`src/rtl/pyjamask96_arb_ctrl.sv`:
```
// Two-requester round-robin front end that feeds a byte-serial Pyjamask-96 core and returns its ciphertext.
// Define PYJ_ARB_TIMEOUT_EN to abort a block with rsp_err=1 when the core takes TIMEOUT cycles from START.
module pyjamask96_arb_ctrl #(
   parameter int TIMEOUT = 200
) (
   input  logic         clk,
   input  logic         reset_n,
   input  logic [1:0]   req_valid,
   output logic [1:0]   req_ready,
   input  logic [191:0] req_pt,
   input  logic [255:0] req_key,
   output logic         rsp_valid,
   input  logic         rsp_ready,
   output logic [95:0]  rsp_data,
   output logic         rsp_id,
   output logic         rsp_err,
   output logic         core_load,
   output logic         core_start,
   output logic [7:0]   core_byte_in,
   output logic [7:0]   core_key_in,
   input  logic         core_valid,
   input  logic [7:0]   core_byte_out,
   output logic         busy
);

   typedef enum logic [2:0] {IDLE, LOAD, START, WAIT, COLLECT, RESP} state_t;

   state_t       state, state_nxt;
   logic [3:0]   beat;
   logic [3:0]   byte_cnt;
   logic [95:0]  pt_q;
   logic [95:0]  data_q;
   logic [127:0] key_q;
   logic         id_q;
   logic         last_grant;
   logic         grant;
   logic         accept;
   logic         capture;
   logic         last_byte;
   logic         timeout;

   // With both requesters pending, the one not served last wins.
   assign grant     = (req_valid == 2'b11) ? ~last_grant : req_valid[1];
   assign accept    = (state == IDLE) && (|req_valid);
   assign capture   = ((state == WAIT) || (state == COLLECT)) && core_valid;
   assign last_byte = capture && (byte_cnt == 4'd11);

`ifdef PYJ_ARB_TIMEOUT_EN
   localparam int TW = $clog2(TIMEOUT + 1);

   logic [TW-1:0] tcnt;
   logic          err_q;

   // Zero during the START cycle, so reaching TIMEOUT-1 in WAIT/COLLECT lands RESP TIMEOUT cycles after START.
   always_ff @(posedge clk or negedge reset_n) begin
      if (!reset_n) begin
         tcnt  <= '0;
         err_q <= 1'b0;
      end else begin
         if (accept)
            tcnt <= '0;
         else if ((state == START) || (state == WAIT) || (state == COLLECT))
            tcnt <= tcnt + TW'(1);
         if (accept)
            err_q <= 1'b0;
         else if (timeout)
            err_q <= 1'b1;
      end
   end

   assign timeout = ((state == WAIT) || (state == COLLECT)) && (tcnt == TW'(TIMEOUT - 1)) && !last_byte;
   assign rsp_err = rsp_valid & err_q;
`else
   logic unused_timeout;

   assign unused_timeout = ^TIMEOUT;
   assign timeout        = 1'b0;
   assign rsp_err        = 1'b0;
`endif

   always_ff @(posedge clk or negedge reset_n) begin
      if (!reset_n)
         state <= IDLE;
      else
         state <= state_nxt;
   end

   always_comb begin
      state_nxt    = state;
      req_ready    = 2'b00;
      core_load    = 1'b0;
      core_start   = 1'b0;
      core_byte_in = 8'h00;
      core_key_in  = 8'h00;
      case (state)
         IDLE: begin
            if (|req_valid) begin
               state_nxt = LOAD;
               req_ready = {grant, ~grant} & {2{reset_n}};
            end
         end
         LOAD: begin
            core_load   = (beat == 4'd0);
            core_key_in = key_q[{4'd15 - beat, 3'b000} +: 8];
            if (beat < 4'd12)
               core_byte_in = pt_q[{4'd11 - beat, 3'b000} +: 8];
            if (beat == 4'd15)
               state_nxt = START;
         end
         START: begin
            core_start = 1'b1;
            state_nxt  = WAIT;
         end
         WAIT: begin
            if (timeout)
               state_nxt = RESP;
            else if (capture)
               state_nxt = COLLECT;
         end
         COLLECT: begin
            if (last_byte || timeout)
               state_nxt = RESP;
         end
         RESP: begin
            if (rsp_ready)
               state_nxt = IDLE;
         end
         default: state_nxt = IDLE;
      endcase
   end

   always_ff @(posedge clk or negedge reset_n) begin
      if (!reset_n) begin
         beat       <= 4'd0;
         byte_cnt   <= 4'd0;
         pt_q       <= '0;
         key_q      <= '0;
         data_q     <= '0;
         id_q       <= 1'b0;
         last_grant <= 1'b1;
      end else begin
         if (accept) begin
            pt_q       <= grant ? req_pt[191:96] : req_pt[95:0];
            key_q      <= grant ? req_key[255:128] : req_key[127:0];
            id_q       <= grant;
            last_grant <= grant;
            beat       <= 4'd0;
            byte_cnt   <= 4'd0;
            data_q     <= '0;
         end
         if (state == LOAD)
            beat <= beat + 4'd1;
         // Gaps in core_valid simply hold byte_cnt; byte k fills the k-th byte from the top.
         if (capture) begin
            data_q[{4'd11 - byte_cnt, 3'b000} +: 8] <= core_byte_out;
            byte_cnt                                <= byte_cnt + 4'd1;
         end
         if (timeout)
            data_q <= '0;
      end
   end

   assign rsp_valid = (state == RESP);
   assign rsp_data  = rsp_valid ? data_q : 96'h0;
   assign rsp_id    = rsp_valid & id_q;
   assign busy      = (state != IDLE);

endmodule

```
`config.mk`:
```
export PLATFORM = sky130hd
export DESIGN_NAME = pyjamask96_arb_ctrl
export DESIGN_NICKNAME = d
export VERILOG_FILES = /design/src/rtl/pyjamask96_arb_ctrl.sv
export SDC_FILE = /design/constraint.sdc
export NUM_CORES = 1
export LEC_CHECK = 0
export ABC_AREA = 1
export BUFFER_PORTS_ARGS = -buffer_cell sky130_fd_sc_hd__buf_2
export CAP_MARGIN = 20
export CORE_AREA = 4 4 224 226
export DETAILED_ROUTE_END_ITERATION = 12
export DIE_AREA = 0 0 228 230
export SYNTH_ARGS = -nofsm -noshare
export SYNTH_HDL_FRONTEND = slang
export SYNTH_SLANG_ARGS = --single-unit
```
`constraint.sdc`:
```
create_clock -name clk -period 3.5 [get_ports clk]
set_input_delay 0.35 -clock clk [delete_from_list [all_inputs] [get_ports clk]]
set_output_delay 0.35 -clock clk [all_outputs]
set_load 0.02 [all_outputs]
```
==> Word level (Yosys, flattened, before mapping) <==
Cells that the tools add are included.
{ "totals": {"ff_bits": 333, "latch_bits": 0, "ram_bits": 0, "mem_bits_ro": 0, "in_bits": 462, "output_inout_bits": 120, "word_cells": 70, "n_memories": 0} }
{ "op_classes": {"add_sub_neg": 6, "n_mul": 0, "div_mod_pow": 0, "order_cmp": 1, "n_eq_ne": 13, "shifts": 4, "mux": 23, "bitwise": 4, "n_reduce_logical": 11} }
{ "ops": {"columns": ["op", "count"], "rows": [
  ["96-bit 2-to-1 mux", 4],
  ["128-bit 2-to-1 mux", 1],
  ["128-bit by 8-bit indexed part select with 8-bit output", 1],
  ["96-bit bitwise mux", 1],
  ["8-bit by 9-bit variable shift with 96-bit output, first input constant", 1],
  ["8-bit by 9-bit indexed part select with 96-bit output", 1],
  ["96-bit by 8-bit indexed part select with 8-bit output", 1],
  ["8-bit 2-to-1 mux", 3],
  ["3-bit one-hot mux with 6 select lines", 1],
  ["3-bit 2-to-1 mux", 5],
  ["4-bit 2-to-1 mux", 3],
  ["4-bit subtractor, first input constant", 3],
  ["7-bit negation with 9-bit output", 1],
  ["4-bit by 1-bit adder with 4-bit output, second input constant", 2],
  ["4-bit equality test, second input constant", 2],
  ["3-bit by 2-bit equality test with 1-bit output, second input constant", 2],
  ["3-bit equality test, second input constant", 2],
  ["2-bit inequality test, second input constant", 3],
  ["5-bit AND reduction", 1],
  ["4-bit logical NOT", 1],
  ["4-bit < comparator, second input constant", 1],
  ["2-bit 2-to-1 mux", 2],
  ["2-bit by 1-bit inequality test with 1-bit output, second input constant", 2],
  ["2-bit nonzero test", 2],
  ["other kinds (11)", 16]
]} }

==> Logic depth before layout (Yosys ltp) <==
Gate-level depths: netlist of run 1.
{ "depth": {"ltp_word": 6, "ltp_mapped": 11, "depth_no_buf": 10} }

==> Least setup slack after synthesis of run 1 <==
No wires, ideal clock.
{ "synth_timing": {"path_kind": "register to output", "start": "register beat[2]", "end": "output port core_byte_in[0]", "t_arrival_ns": 2.171, "required_ns": 3.150, "setup_slack_ns": 0.979, "path_stages_with_launch": 9, "n_path_buf": 3, "cell_sequence": "dfrtp_1 > buf_2 > clkinv_1 > clkbuf_1 > ha_1 > clkbuf_1 > nor2_1 > nand2_1 > a21oi_1"} }
{ "synth_between": {"elab_chain_cells": 4, "elab_cells_between_ends": 5, "classes_between": "1 x add/sub; 1 x order compare; 1 x shift; 2 x mux"} }
{ "synth_rtl": {"columns": ["element", "line_no", "text"], "rows": [
  ["start: declaration", "29", "logic [3:0] beat;"],
  ["start signal: assignment", "152", "beat <= beat + 4'd1;"],
  ["4-bit subtractor", "106", "core_byte_in = pt_q[{4'd11 - beat, 3'b000} +: 8];"],
  ["96-bit by 8-bit indexed part select with 8-bit output", "106", null],
  ["8-bit 2-to-1 mux (*)", "105", "if (beat < 4'd12)"],
  ["8-bit 2-to-1 mux (*)", "95", "case (state)"],
  ["end: declaration", "19", "output logic [7:0] core_byte_in,"]
]} }
Every way passes the cells marked *; elsewhere a longest branch is shown, timed or not.

==> Worst setup path in the final report of run 1 <==
{ "layout_timing": {"start": "register beat[2]", "end": "output port core_byte_in[6]"} }
Same word-level chain as after synthesis.

==> out/metrics.cfg, run 1 <==
[sta]
tightest_slew_ns = 0.9329
rsz0062_at_grt = no
period_share_pct = 89.20
finalMaxSlewViolations = 0
finClkSkew_ns = 0.02893
slew_headroom_pct = 37.81
hold_viol = 0
setup-tns-final_ns = 0
setup_viol = 0
fin_crit_ns = 3.122
max_clock_freq_mhz = 320.3

[setup_path]
reg2reg_to = data_q[8]
crit_required_ns = 3.15
reg2regPathDepth = 7
r2r-start = byte_cnt[0]
cp.arrival_ns = 2.77
cp-start-kind = register
crit_path_end_kind = output pin
critPathMaxFanout = 27
reg2reg_slack_ns = 0.61
path_class = reg2out

[routing]
drtPass1Iterations = 6
wl_per_cell_um = 20.20
num_vias = 19690
route.detailed.drc = 0
drt_iter0_markers = 1726
ant_nets = 0
drt-vias-per-instance = 5.356
routed_wirelength_mm = 74.23

[placed_design]
io_buffer_count = 580
place.gp.congestion = 0.9029
dpl.hpwl_mm = 54.09

[global_route]
grt_start_max_net_pins = 172
grt-ovfl-total = 0
grt_pass1_vias = 19510
grt_use_total_pct = 27.13
antenna_found_initial = 8
grt_pass1_wl_mm = 113.3

[clocking]
clock-sinks = 333
cts_tree = built
postCtsSetupRepairBufs = 0
cts_hold_buf = 1
postCtsResizedCells = 0
clkTransAtPathRegs_ns = 0.06
cts_buffers = 40
clk_latency_ns = 0.56
cts_root_buffer = clkbuf_16
h-tree-depth = 2
clk_path_buf_depth = 3

[floorplanning]
die_h_um = 230
num_rows = 81
die_width_um = 228
dieArea_sq_um = 52440
pin_count = 582
core_sq_um = 48340
initial_core_util_pct = 37.98

[synth]
netlist_instances = 2545
syn_area_sq_um = 18360
syn-num-nets = 3016
yosys_warnings = 0
yosysUniqueCellTypes = 35
netlist.area_leader.share_pct = 45.24
ys_seq_area_share_pct = 45.39
synth_flop_cell = dfrtp_1
synth.area.top_cells = dfrtp_1, nand2_1, inv_1, nand3_1, o21ai_0
ys_seq_elements = 333
async_flop_share_pct = 100.0
avgSynthCellArea_sq_um = 7.215
synth_top_area_cell = dfrtp_1
synth_edf_count = 0

[layout]
num-nets-final = 3488
drive_gt1_share_pct = 23.74
nFillCells = 4873
area_growth_pct = 25.77
register_area_sq_um = 8339
final_util_pct = 47.77
multi_input_area_sq_um = 7834

[power]
p_per_area_nw_per_um2 = 789.8
ir_drop_mv = 0.3769
leakagePower_nw = 11.93

[job]
drv_cap = 0

[worst_hold_path]
holdPathStages = 3
hold_start = req_pt[144]
hp-class = in2reg
whs_endpoint = pt_q[48]

[status]
outcome = finished, final reports clean

==> metrics by stage <==
step	area (sq um)	setup slack, ns	std cells	total power (W)	hold slack [ns]
floorplan	18360	0.9785	2545	0.01115	0.05441
global placement	21660	0.7380	3596	0.01364	0.1949
detailed placement	21660	0.6775	3596	0.01380	0.1943
CTS	23080	0.3568	3668	0.01829	0.02421
global route	23090	0.2229	3674	0.01953	0.03864
finish	23090	0.3781	3675	0.01824	0.05908
==> Yosys cell counts, types with 2 or more instances <==
cell,number
nand2_2,8
nor2_2,6
nand2_1,413
dfrtp_1,332
inv_2,5
a21oi_1,34
nor2_1,342
o22ai_1,211
buf_1,11
ha_1,9
o21ai_0,271
xor2_1,2
nand3_1,271
nand4_1,21
buf_2,48
inv_1,371
o21ai_1,23
nand3_2,2
nor2_4,3
nor3_1,17
clkinv_1,3
clkbuf_1,114
buf_6,4
buf_4,6
o21ai_2,8
==> power breakdown <==
part	internal, W	total (W)	switching (W)
registers	0.00527	0.00575	0.000474
logic	0.00255	0.00806	0.00551
clock network	0.00271	0.00443	0.00172
total	0.0105	0.0182	0.00770
==> how the worst max path moves through the flow <==
stage                 endpoint  cells past startpoint   startpoint  slack (ns)
6_report       core_byte_in[6]                      7      beat[2]        0.38
2_1_floorplan  core_byte_in[0]                      8      beat[2]        0.98
3_5_place_dp        data_q[15]                      7  byte_cnt[0]        0.68
4_1_cts        core_byte_in[6]                      7      beat[2]        0.36
5_1_grt        core_byte_in[6]                      7      beat[2]        0.22
3_3_place_gp        data_q[12]                      7  byte_cnt[0]        0.74
==> registers in the layout, indices dropped and copies added, names as in the netlist <==
signal      flops
data_q         96
id_q            1
pt_q           96
byte_cnt        4
beat            4
last_grant      1
key_q         128
state           3
==> kinds of logic (layout without fill, tap and decap cells) <==
kind of cell    count (synthesis)  in the layout  synth area share [%]
buf+inv                       562           1063                 12.10
fa+ha+maj                       9              9                0.6133
other cells                     1              8               0.02042
compound gates                549            549                 16.59
flops                         333            333                 45.39
xor+xnor                        4              4                0.2930
simple gates                 1087           1087                 24.99
==> layer usage <==
layer | vias up | part of all wire [%] | wire length [um] | GRT usage, %
met1 | 9511 | 42 | 31000 | 35.78
met5 | - | 0 | 0 | 0
li1 | 9205 | - | - | -
met3 | 146 | 6.6 | 4881 | 4.584
met4 | 0 | 3.7 | 2718 | 10.85
met2 | 823 | 48 | 35630 | 44.71
==> cell type report <==
class	instances	share of cell area [%]
diodes	7	0.07585
flip-flops and latches	333	36.11
multi-input cells	1650	33.92
well taps	622	3.370
clock buffers	56	5.255
inverters	379	6.198
clock inverters	15	0.8343
repair buffers	613	14.24
==> worst max-delay path, stage by stage (launching register included) <==
cell      delay [ns]
dfrtp_1         0.37
clkinv_1        0.04
buf_4           0.34
ha_1            0.44
nor2_1          0.52
nand2_1         0.15
a21oi_1         0.17
buf_2           0.18
==> cell usage in the layout, fill, tap and decap left out, drive strengths merged <==
cell         Yosys  layout
inv            376     376
dfrtp          332     332
nand3          274     274
o21ai          302     302
nand3b           1       1
buf             69     612
dlygate4sd3      0       1
dfstp            1       1
nor2           351     351
o21bai           1       1
clkinvlp         0       1
nand2          421     421
diode            0       7
o31ai            1       1
nor3            18      18
xor2             2       2
conb             1       1
or2              1       1
bufinv           0       4
nand4           21      21
a21oi           34      34
clkbuf         114      56
o22ai          211     211
xnor2            2       2
clkinv           3      13
ha               9       9
No activity file was read; power rests on OpenSTA's default activity.
==> run 2, diff against run 1 <==
- CAP_MARGIN: 20 -> 0
- CTS_CLUSTER_SIZE: not set -> 25
- PLACE_DENSITY_LB_ADDON: not set -> 0.15
==> run 2 against run 1 <==
Effect of this change:
- sequential power hardly changed
- utilization fell by 0.42 points
- clock power shrank 5.9%
- non-clock buffer count shrank 9
- worst setup slack lost 0.16 ns
- sequential cell count unchanged
- combinational power shrank 2%
- cell count hardly changed
- total power shrank 2.5%
- critical endpoint is now core_key_in[5]
- first-iteration DRC count shrank 7.5%
- register-to-register slack worse by 0.03 ns
- highest routed layer is now met5
- via count down 1.0%
==> out/metrics.cfg, run 2 (synthesis gave the netlist of run 1 again) <==
[power]
internal-power_w = 0.01018
clock_power_share_pct = 23.5
leakagePower_nw = 11.82
p_per_area_nw_per_um2 = 777.0
seqPwrFrac_pct = 32.4
share_comb_of_total_power_pct = 44.2
sw_frac_of_total_pct = 42.75
switchingPower_w = 0.007603
ir_drop_mv = 0.6455
total_power_w = 0.01779

[placed_design]
place.gp.congestion = 0.9141
placed_cell_area_sq_um = 21560
dpl.hpwl_mm = 52.42
io_buffer_count = 580

[setup_path]
reg2regPathDepth = 7
critPathMaxFanout = 69
critPathBufInv = 3
critPathSlowestCell = inv_4
crit_path_end_kind = output pin
path_class = reg2out
crit_cells = 8
cp_top_family = buffers and inverters
crit_top_cell = nand3_1
cp-start-kind = register
crit_required_ns = 3.15
path_cells = inv_4 -> buf_4 -> nand2_1 -> nand3_1 -> nand3_1 -> nand3_1 -> a21oi_1 -> buf_2
critical_path.max_stage_delay_ns = 0.56
cp.arrival_ns = 2.94

[clocking]
cts_root_buffer = clkbuf_16
h-tree-depth = 2
clk_path_buf_depth = 3
cts_tree = built
postCtsResizedCells = 0
clk_latency_ns = 0.56
clkTransAtPathRegs_ns = 0.06
cts_hold_buf = 1
cts_buffers = 40
clock-sinks = 333
postCtsSetupRepairBufs = 0

[sta]
max_clock_freq_mhz = 304.3
setup_viol = 0
finalMaxSlewViolations = 0
slew_headroom_pct = 14.80
setup-tns-final_ns = 0
period_share_pct = 93.88
fin_crit_ns = 3.286
finClkSkew_ns = 0.01942
tightest_slew_ns = 1.278
rsz0062_at_grt = no
hold_viol = 0

[global_route]
grt_pass1_wl_mm = 112.0
antenna_found_initial = 13
grt_use_total_pct = 26.82
grt-ovfl-total = 0
grt_pass1_vias = 19560
grt_start_max_net_pins = 237

[layout]
num-nets-final = 3479
reg_top3 = key_q: 128 flops, data_q: 96 flops, pt_q: 96 flops
largest_reg_flops = 128
largest_register = key_q
area_growth_pct = 24.67
drive_gt1_share_pct = 23.39
final_common_cell = buf_2
layout_common_cells = buf_2, nand2_1, inv_1
final_area_sq_um = 22890

[worst_hold_path]
holdPathStages = 3
hp-class = in2reg

[routing]
route.detailed.drc = 0
ant_nets = 0
drtPass1Iterations = 6
drt_iter0_markers = 1597
routed_wirelength_mm = 73.57
drt-vias-per-instance = 5.303
num_vias = 19480
wl_per_cell_um = 20.03

[floorplanning]
pin_count = 582
num_rows = 81
dieArea_sq_um = 52440
initial_core_util_pct = 37.98
die_h_um = 230
core_sq_um = 48340
die_width_um = 228

[job]
drv_cap = 0

[status]
outcome = finished, final reports clean

-- run 2: cell types whose count changed in the layout (fill, tap and decap cells not counted) --
cell / before / now
buf_12: 10 / 7
clkinv_4: 1 / 0
clkinv_2: 9 / 14
buf_4: 22 / 16
diode_2: 7 / 11
clkbuf_16: 42 / 41
clkinvlp_4: 1 / 0
clkbuf_1: 3 / 9
bufinv_16: 4 / 2
inv_6: 1 / 3
clkbuf_8: 11 / 7
clkinv_8: 1 / 0
-- run 2: worst paths after layout --
check / from / to / slack, ns
worst max-delay path: beat[0] / core_key_in[5] / 0.21
worst min-delay path: req_key[133] / key_q[5] / 0.05
worst max register to register: byte_cnt[0] / data_q[11] / 0.58
worst min register to register: last_grant / last_grant / 0.47
max in group asynchronous: reset_n / key_q[69] / 2.10
min in group asynchronous: reset_n / key_q[108] / 0.22
-- run 2: worst register-to-register path: stages, from the launching register on --
cell	delay (ns)
dfrtp_1	0.62
ha_1	0.43
xnor2_4	0.50
nand2_2	0.25
nor2_4	0.31
nand3_2	0.39
nand2_1	0.22
o21ai_2	0.07
-- run 2: power by group through the flow --
stage                     clock [W]  sequential [W]  combinational, W
after floorplan                   0         0.00563           0.00551
after global placement            0         0.00578           0.00770
after detailed placement          0         0.00581           0.00782
after CTS                   0.00426         0.00575           0.00785
after global routing        0.00440         0.00587           0.00880
final                       0.00417         0.00576           0.00786
-- run 2: routing by layer --
metal	global-route usage (%)	routed length [um]
met3	4.807	5016
met2	42.97	34070
met4	12.59	3289
met1	35.45	31160
met5	0	26
-- run 2: stage by stage --
stage / setup slack [ns] / std cells / hold WS (ns) / utilization, %
2_1_floorplan: 0.9785 / 2545 / 0.05441 / -
3_3_place_gp: 0.7240 / 3587 / 0.1975 / 44.59
3_5_place_dp: 0.6376 / 3587 / 0.1971 / 44.59
4_1_cts: 0.1750 / 3662 / 0.02674 / 47.30
5_1_grt: 0.05084 / 3672 / 0.04777 / 47.35
6_report: 0.2141 / 3673 / 0.05241 / 47.35
-- run 2: layout make-up --
cell class | count | area (sq um)
Fill cell | 4942 | 25450
Sequential cell | 333 | 8339
Multi-Input combinational cell | 1650 | 7834
Timing Repair Buffer | 604 | 3183
Inverter | 379 | 1431
Clock buffer | 57 | 1156
Tap cell | 622 | 778.2
Clock inverter | 17 | 142.6
Antenna cell | 11 | 27.53
==> run 3, diff against run 2 <==
- SETUP_SLACK_MARGIN: not set -> 0.4
==> run 3 against run 2 <==
Effect of this change:
- sequential power about the same
- critical path depth down 1
- clock power about the same
- maximum frequency up 11%
- first-iteration DRC count up 2.0%
==> out/metrics.cfg, run 3 (synthesis gave the netlist of run 1 again) <==
[layout]
largest_reg_flops = 128
num-nets-final = 3484
area_growth_pct = 24.97
layout_common_cells = buf_2, nand2_1, inv_1
largest_register = key_q
drive_gt1_share_pct = 23.55
nFillCells = 4939
reg_top3 = key_q: 128 flops, data_q: 96 flops, pt_q: 96 flops
final_common_cell = buf_2

[routing]
route.detailed.drc = 0
routed_wirelength_mm = 73.62
ant_nets = 0
wl_per_cell_um = 20.01
drtPass1Iterations = 7
drt_iter0_markers = 1629
drt-vias-per-instance = 5.308
num_vias = 19520

[global_route]
antenna_found_initial = 13
grt_pass1_wl_mm = 112.0
grt_start_max_net_pins = 237
grt-ovfl-total = 0
grt_pass1_vias = 19550
grt_use_total_pct = 26.82

[placed_design]
dpl.hpwl_mm = 52.42
io_buffer_count = 580
place.gp.congestion = 0.9141

[sta]
setup_viol = 0
fin_crit_ns = 2.973
finClkSkew_ns = 0.02009
hold_viol = 0
setup-tns-final_ns = 0
max_clock_freq_mhz = 336.4
slew_headroom_pct = 9.779
period_share_pct = 84.93
rsz0062_at_grt = yes
tightest_slew_ns = 1.353
finalMaxSlewViolations = 0

[power]
switchingPower_w = 0.007607
seqPwrFrac_pct = 32.3
clock_power_share_pct = 23.4
total_power_w = 0.01781
p_per_area_nw_per_um2 = 776.1
share_comb_of_total_power_pct = 44.2
leakagePower_nw = 11.85
ir_drop_mv = 0.6450
sw_frac_of_total_pct = 42.71
internal-power_w = 0.01020

[clocking]
cts_root_buffer = clkbuf_16
clkTransAtPathRegs_ns = 0.06
clk_latency_ns = 0.56
clk_path_buf_depth = 3
clock-sinks = 333
cts_tree = built
h-tree-depth = 2
cts_buffers = 40

[setup_path]
cp.arrival_ns = 2.62
reg2reg_slack_ns = 0.75
path_cells = buf_12 -> nand2_1 -> nand3_1 -> nand3_1 -> nand3_1 -> a21oi_1 -> buf_2
cp-start-kind = register
reg2regPathDepth = 7
crit_required_ns = 3.15
reg2reg_to = data_q[12]
path_class = reg2out
crit_end = core_key_in[5]
critPathLaunch = beat[0]
crit_path_end_kind = output pin
r2r-start = byte_cnt[0]
critical_path.max_stage_delay_ns = 0.51
critPathMaxFanout = 114
crit_top_cell = nand3_1
critPathSlowestCell = dfrtp_4

[floorplanning]
dieArea_sq_um = 52440
core_sq_um = 48340
die_h_um = 230
initial_core_util_pct = 37.98
num_rows = 81
pin_count = 582
die_width_um = 228

[worst_hold_path]
hp-class = in2reg

[status]
outcome = finished, final reports clean

[job]
drv_cap = 0

run 3: cell count changes in the layout (fill, tap and decap cells not counted), sizes merged:
cell / previous run / this run
buf: 603 / 608
run 3: per-stage QoR:
step | hold WS [ns] | util (%) | setup WS [ns] | instance area (sq um) | instances
after floorplan | 0.05441 | - | 0.9785 | 18360 | 2545
after global placement | 0.1975 | 44.59 | 0.7240 | 21560 | 3587
after CTS | 0.02674 | 47.32 | 0.4645 | 22880 | 3662
final | 0.05355 | 47.47 | 0.5273 | 22950 | 3678
after global routing | 0.04777 | 47.46 | 0.4126 | 22940 | 3677
after detailed placement | 0.1971 | 44.59 | 0.6376 | 21560 | 3587
run 3: worst max-delay path: cells and delay by family, from the launching register on:
kind	cells	cell delay (ns)
AOI/OAI and AO/OA	1	0.40
and+or+nand+nor	4	0.54
DFF	1	0.51
buffers and inverters	2	0.51
run 3: worst min-delay path by stage:
| stage | from | endpoint | cells after the start |
|---|---|---|---|
| after global routing | req_key[229] | key_q[101] | 3 |
| after floorplan | reset_n | beat[0] | 0 |
| after detailed placement | reset_n | key_q[108] | 1 |
| after global placement | reset_n | key_q[108] | 1 |
| after CTS | req_key[133] | key_q[5] | 3 |
| final | req_key[133] | key_q[5] | 3 |
run 3: area by class of cell:
cell class	instances	area (sq um)	share of cell area, %
sequential	333	8339	36.34
antenna	11	27.53	0.1200
timing repair buffer	609	3228	14.07
tap	622	778.2	3.391
clock inverter	17	142.6	0.6216
inverter	379	1439	6.270
multi-input combinational	1650	7836	34.15
clock buffer	57	1156	5.038
run 3: power by group through the flow:
stage	sequential [W]	combinational, W	clock [W]
after floorplan	0.00563	0.00551	0
after global placement	0.00578	0.00770	0
after detailed placement	0.00581	0.00782	0
after CTS	0.00576	0.00786	0.00426
after global routing	0.00588	0.00882	0.00440
final	0.00576	0.00788	0.00417
run 3: repair_timing:
action,4_1_cts,5_1_grt
pin swaps,0,1
endpoints found under the setup margin,16,12
hold endpoints to repair,13,0
hold buffers,1,0
gates resized for setup,4,2
buffers inserted,0,5
run 3: per-layer routing:
metal / wire, um / vias to the layer above / GRT usage [%]
met4: 3333 / 4 / 12.59
met5: 26 / - / 0
met3: 4859 / 162 / 4.782
li1: - / 9214 / -
met2: 34080 / 826 / 42.97
met1: 31320 / 9318 / 35.47
